## src/rtl/mem_access_unit.sv

```systemverilog
// MEM-stage load/store sequencer: issues one aligned 64-bit bus transaction per
// access, builds store masks/shifted data and returns the raw load word.
module mem_access_unit #(
  parameter int unsigned ADDR_W = 64,
  parameter int unsigned DATA_W = 64
) (
  input  logic              clk,
  input  logic              rst,
  input  logic              mem_re,
  input  logic              mem_we,
  input  logic [ADDR_W-1:0] mem_addr,
  input  logic [DATA_W-1:0] mem_wdata,
  input  logic [2:0]        memdata_width,
  input  logic              mem_advance,
  output logic              req_valid,
  input  logic              req_ready,
  output logic              req_wen,
  output logic [ADDR_W-1:0] req_addr,
  output logic [DATA_W-1:0] req_wdata,
  output logic [7:0]        req_wmask,
  input  logic              resp_valid,
  input  logic [DATA_W-1:0] resp_rdata,
  output logic [DATA_W-1:0] rw_rdata,
  output logic [2:0]        res_off,
  output logic              mem_stall,
  output logic              misalign
);

  typedef enum logic [2:0] {
    IDLE  = 3'd0,
    REQ   = 3'd1,
    WAIT  = 3'd2,
    DONE  = 3'd3,
    FAULT = 3'd4
  } state_t;

  state_t     state, state_nxt;
  logic [2:0] off;
  logic [2:0] size_m1;
  logic [7:0] base_mask;
  logic       access;
  logic       misaligned;
  logic       capture;

  assign off = mem_addr[2:0];

  // Lane mask for the access size before shifting to the byte offset.
  always_comb begin
    base_mask = '0;
    size_m1   = 3'd0;
    case (memdata_width)
      3'b001: begin
        base_mask = 8'hFF;
        size_m1   = 3'd7;
      end
      3'b010, 3'b101: begin
        base_mask = 8'h0F;
        size_m1   = 3'd3;
      end
      3'b011, 3'b110: begin
        base_mask = 8'h03;
        size_m1   = 3'd1;
      end
      3'b100, 3'b111: begin
        base_mask = 8'h01;
        size_m1   = 3'd0;
      end
      default: begin
        base_mask = '0;
        size_m1   = 3'd0;
      end
    endcase
  end

  assign access     = (mem_re | mem_we) && (memdata_width != 3'b000);
  assign misaligned = (off & size_m1) != 3'b000;

  always_comb begin
    state_nxt = state;
    capture   = 1'b0;
    req_valid = 1'b0;
    misalign  = 1'b0;
    mem_stall = access && (state != DONE) && (state != FAULT);
    case (state)
      IDLE: begin
        if (access) begin
          if (misaligned) begin
            state_nxt = FAULT;
          end else begin
            state_nxt = REQ;
            capture   = 1'b1;
          end
        end
      end
      REQ: begin
        req_valid = 1'b1;
        if (req_ready) state_nxt = WAIT;
      end
      WAIT: begin
        if (resp_valid) state_nxt = DONE;
      end
      // Held here until the pipeline advances so a stalled stage cannot re-issue.
      DONE: begin
        if (mem_advance) state_nxt = IDLE;
      end
      FAULT: begin
        misalign  = 1'b1;
        state_nxt = DONE;
      end
      default: state_nxt = IDLE;
    endcase
  end

  always_ff @(posedge clk or posedge rst) begin
    if (rst) begin
      state     <= IDLE;
      req_wen   <= 1'b0;
      req_addr  <= '0;
      req_wdata <= '0;
      req_wmask <= '0;
      res_off   <= '0;
      rw_rdata  <= '0;
    end else begin
      state <= state_nxt;
      if (capture) begin
        req_wen   <= mem_we;
        req_addr  <= {mem_addr[ADDR_W-1:3], 3'b000};
        req_wdata <= mem_wdata << {off, 3'b000};
        req_wmask <= base_mask << off;
        res_off   <= off;
      end
      if ((state == WAIT) && resp_valid && !req_wen) rw_rdata <= resp_rdata;
    end
  end

endmodule

```

## config.mk

```make
export PLATFORM = sky130hd
export DESIGN_NAME = mem_access_unit
export DESIGN_NICKNAME = d
export VERILOG_FILES = /design/src/rtl/mem_access_unit.sv
export SDC_FILE = /design/constraint.sdc
export NUM_CORES = 1
export LEC_CHECK = 0
export BUFFER_PORTS_ARGS = -buffer_cell sky130_fd_sc_hd__buf_2
export CAP_MARGIN = 10
export CORE_MARGIN = 2
export CORE_UTILIZATION = 38
export CTS_CLUSTER_SIZE = 25
export DETAILED_ROUTE_END_ITERATION = 16
export GPL_ROUTABILITY_DRIVEN = 0
export GPL_TIMING_DRIVEN = 0
export PLACE_DENSITY_LB_ADDON = 0.1
export SETUP_SLACK_MARGIN = 0.3
export SLEW_MARGIN = 0
export SYNTH_ARGS = -nofsm -noshare
export SYNTH_HDL_FRONTEND = slang
export SYNTH_SLANG_ARGS = --single-unit
```

## constraint.sdc

```tcl
create_clock -name clk -period 14.1 [get_ports clk]
set_input_delay 2.82 -clock clk [delete_from_list [all_inputs] [get_ports clk]]
set_output_delay 2.82 -clock clk [all_outputs]
set_load 0.02 [all_outputs]
```

==> impl_metrics.env <==
export IMPL_seqCellArea_um2=5100
export IMPL_drc=0
export IMPL_max_cap_violations=0
export IMPL_die_area_um2=28800
export IMPL_fin_crit_sh=0.472
export IMPL_grt_busiest_layer="met2"
export IMPL_hpwl_um=24500
export IMPL_final_cell_area_um2=13800
export IMPL_synth_cells=730
export IMPL_routedWlPerCell_um=21.3
export IMPL_hold_violations=0
export IMPL_synth_seq_cells=204
export IMPL_power_mw=3.01
export IMPL_ys_seq_area_frac=0.490
export IMPL_crit_path_max_fanout=10
export IMPL_synthFlopType="dfrtp_1"
export IMPL_relSlewSlack=0.484
export IMPL_vdd_ir_drop_max_mv=0.107
export IMPL_arrival_ns=3.84
export IMPL_setup_ws_ns=7.44
export IMPL_antenna_found_initial=6
export IMPL_cts_repair_resized=0
export IMPL_clock_sinks=204
export IMPL_layout_min_cycle_time_ns=6.66
export IMPL_drt_iter0_markers=435
export IMPL_track_usage=0.218
export IMPL_power_leakage_nw=6.86
export IMPL_yosysUniqueCellTypes=52
export IMPL_path_class="in2out"
export IMPL_slowest_stage="o32ai_1"
export IMPL_portBuffers=404
export IMPL_area_delta_synth_final_pct=31.9
export IMPL_rows=60
export IMPL_clk_pin_slew_ns=0.06
export IMPL_clock_skew_ns=0.0217
export IMPL_nFillCells=2413
export IMPL_grt_pass1_wl_um=48000
export IMPL_postPlaceCellArea_um2=12900
export IMPL_ios=409
export IMPL_status="complete, no violations"
export IMPL_required_ns=11.28
export IMPL_start_util=0.387
export IMPL_dr_pass1_iters=6
export IMPL_max_freq_mhz=150
export IMPL_drive_gt1_frac=0.575
export IMPL_cts_buffers_inserted=25
export IMPL_startpoint_type="input port"
export IMPL_die_x_um=170
export IMPL_wl_um=32500
export IMPL_htreeDepth=1
export IMPL_setup_tns_ns=0
export IMPL_nets=1366
export IMPL_mappedNetlistArea_um2=10400
export IMPL_holdBufCountCts=0
export IMPL_gr_usage_met1=0.274
export IMPL_dp_cells=1478
export IMPL_cpLargestDelayFamily="buffers and inverters"
export IMPL_use_met2=0.370
export IMPL_grt_max_degree=123
export IMPL_ys_warn_count=0
export IMPL_dpl_worst_slack_ns=7.43
export IMPL_insertion_delay_ns=0.52
export IMPL_power_density_nw_per_um2=219
export IMPL_cts_buffer_depth=3
export IMPL_final_cells=1525
export IMPL_vias=7825
export IMPL_grt_ovfl_total=0
export IMPL_synth_edff_count=0
export IMPL_crit_buf_inv=3
export IMPL_use_met3=0.0560
export IMPL_grt_pass1_vias=7955
export IMPL_post_drt_via_cell_ratio=5.13
export IMPL_report_final_slew_viol_count=0
export IMPL_final_setup_viol_count=0
export IMPL_postSynth_asyncResetShare=1.00
export IMPL_syn_avg_cell_area_um2=14.3
export IMPL_postRouteAntennaNets=0
export IMPL_cp_end_kind="primary output"
export IMPL_cpPeakStageDelay_ns=0.43
export IMPL_crit_top_cell="buf_2"
export IMPL_whs_ns=0.481
export IMPL_cts_root_buf="clkbuf_16"
export IMPL_multi_input_area_um2=4800
export IMPL_cts_tree="done"
export IMPL_post_route_util=0.510
export IMPL_post_cts_buffers=0
export IMPL_crit_chain="buf_2 > buf_2 > o32ai_1 > a211oi_1 > buf_2"
export IMPL_rsz0062_at_grt="false"
export IMPL_hold_class="reg2reg"
export IMPL_fp_dieH_um=170
export IMPL_worstMarginPinSlew_ns=0.775
export IMPL_core_um2=27000
## routing by layer
layer | part of all wire | vias to the layer above | wire (um)
met5 | 0.00089 | - | 29
met4 | 0.026 | 4 | 855
met3 | 0.088 | 63 | 2870
met2 | 0.49 | 359 | 15900
met1 | 0.39 | 3873 | 12800
li1 | - | 3526 | -
## path summary, 6_finish.rpt
path                                          start                   endpoint  slack (ns)  cells after the start
max in group asynchronous                       rst  req_wdata[45]$_DFFE_PP0P_       10.63                      3
setup reg to reg               state[1]$_DFFE_PP0P_   req_addr[63]$_DFFE_PP0P_       11.91                      7
min in group asynchronous                       rst   rw_rdata[38]$_DFFE_PP0P_        2.39                      2
hold / removal             rw_rdata[55]$_DFFE_PP0P_   rw_rdata[55]$_DFFE_PP0P_        0.48                      1
hold reg to reg            rw_rdata[55]$_DFFE_PP0P_   rw_rdata[55]$_DFFE_PP0P_        0.48                      1
setup / recovery                   memdata_width[1]                  mem_stall        7.44                      5
## cells in the final DEF, fill, tap and decap left out, types with 3 or more instances in the layout
cell type,netlist,final
a21oi_1,12,12
mux2_2,39,39
nor2_1,22,22
buf_4,3,3
nand2_1,56,56
a211oi_1,5,5
dfrtp_1,204,204
o22ai_1,7,7
a2bb2oi_1,3,3
mux2_1,43,43
diode_2,0,4
o21ai_0,14,14
conb_1,1,3
a21o_1,3,3
o2bb2ai_1,3,3
clkbuf_8,0,7
clkbuf_16,0,25
buf_12,11,11
mux2_4,118,118
nor2b_1,3,3
mux2i_1,35,35
a22oi_1,6,6
nor3_1,6,6
nand2b_1,5,5
and3_1,8,8
clkbuf_1,16,21
inv_1,17,16
buf_2,19,423
mux4_2,34,34
a31oi_1,5,5
## cell usage after synthesis, types with 3 or more instances
library cell  count  share of area
a211oi_1          5         0.0036
a21o_1            3         0.0022
a21oi_1          12         0.0058
a22oi_1           6         0.0043
a2bb2oi_1         3         0.0025
a31oi_1           5         0.0030
and3_1            8         0.0048
buf_12           11          0.021
buf_2            19         0.0091
buf_4             3         0.0022
clkbuf_1         16         0.0058
dfrtp_1         204           0.49
inv_1            17         0.0061
mux2_1           43          0.046
mux2_2           39          0.042
mux2_4          118           0.17
mux2i_1          35          0.034
mux4_2           34          0.073
nand2_1          56          0.020
nand2b_1          5         0.0030
nor2_1           22         0.0079
nor2b_1           3         0.0018
nor3_1            6         0.0029
o21ai_0          14         0.0067
o22ai_1           7         0.0042
o2bb2ai_1         3         0.0025
## report_power, final
part	switching (mW)	internal (mW)	total, mW
clock network	0.247	0.397	0.644
registers	0.137	0.867	1.00
logic	0.745	0.617	1.36
## cell families after synthesis
kind of cell / count (synthesis) / share of synthesized area
AOI/OAI and AO/OA: 66 / 0.0420
DFF: 204 / 0.490
adders and majority gates: 1 / 0.000960
xor gates and xnor gates: 1 / 0.000840
muxes: 269 / 0.365
other: 1 / 0.000360
buffers and inverters: 75 / 0.0511
and+or+nand+nor: 113 / 0.0498
## layout make-up
cell class                 count  share of cell area
inverter                      20             0.00600
antenna                        4            0.000728
sequential                   204               0.371
timing repair buffer         405               0.149
tap                          341              0.0310
buffer                        55              0.0333
clock inverter                 6             0.00628
multi-input combinational    453               0.349
clock buffer                  37              0.0538
## state kept, by name, indices dropped and copies added (netlist names)
register / flops
rw_rdata: 64
req_wen: 1
req_wdata: 64
req_addr: 61
res_off: 3
req_wmask: 8
state: 3
Power figures use the tool's default switching activity.
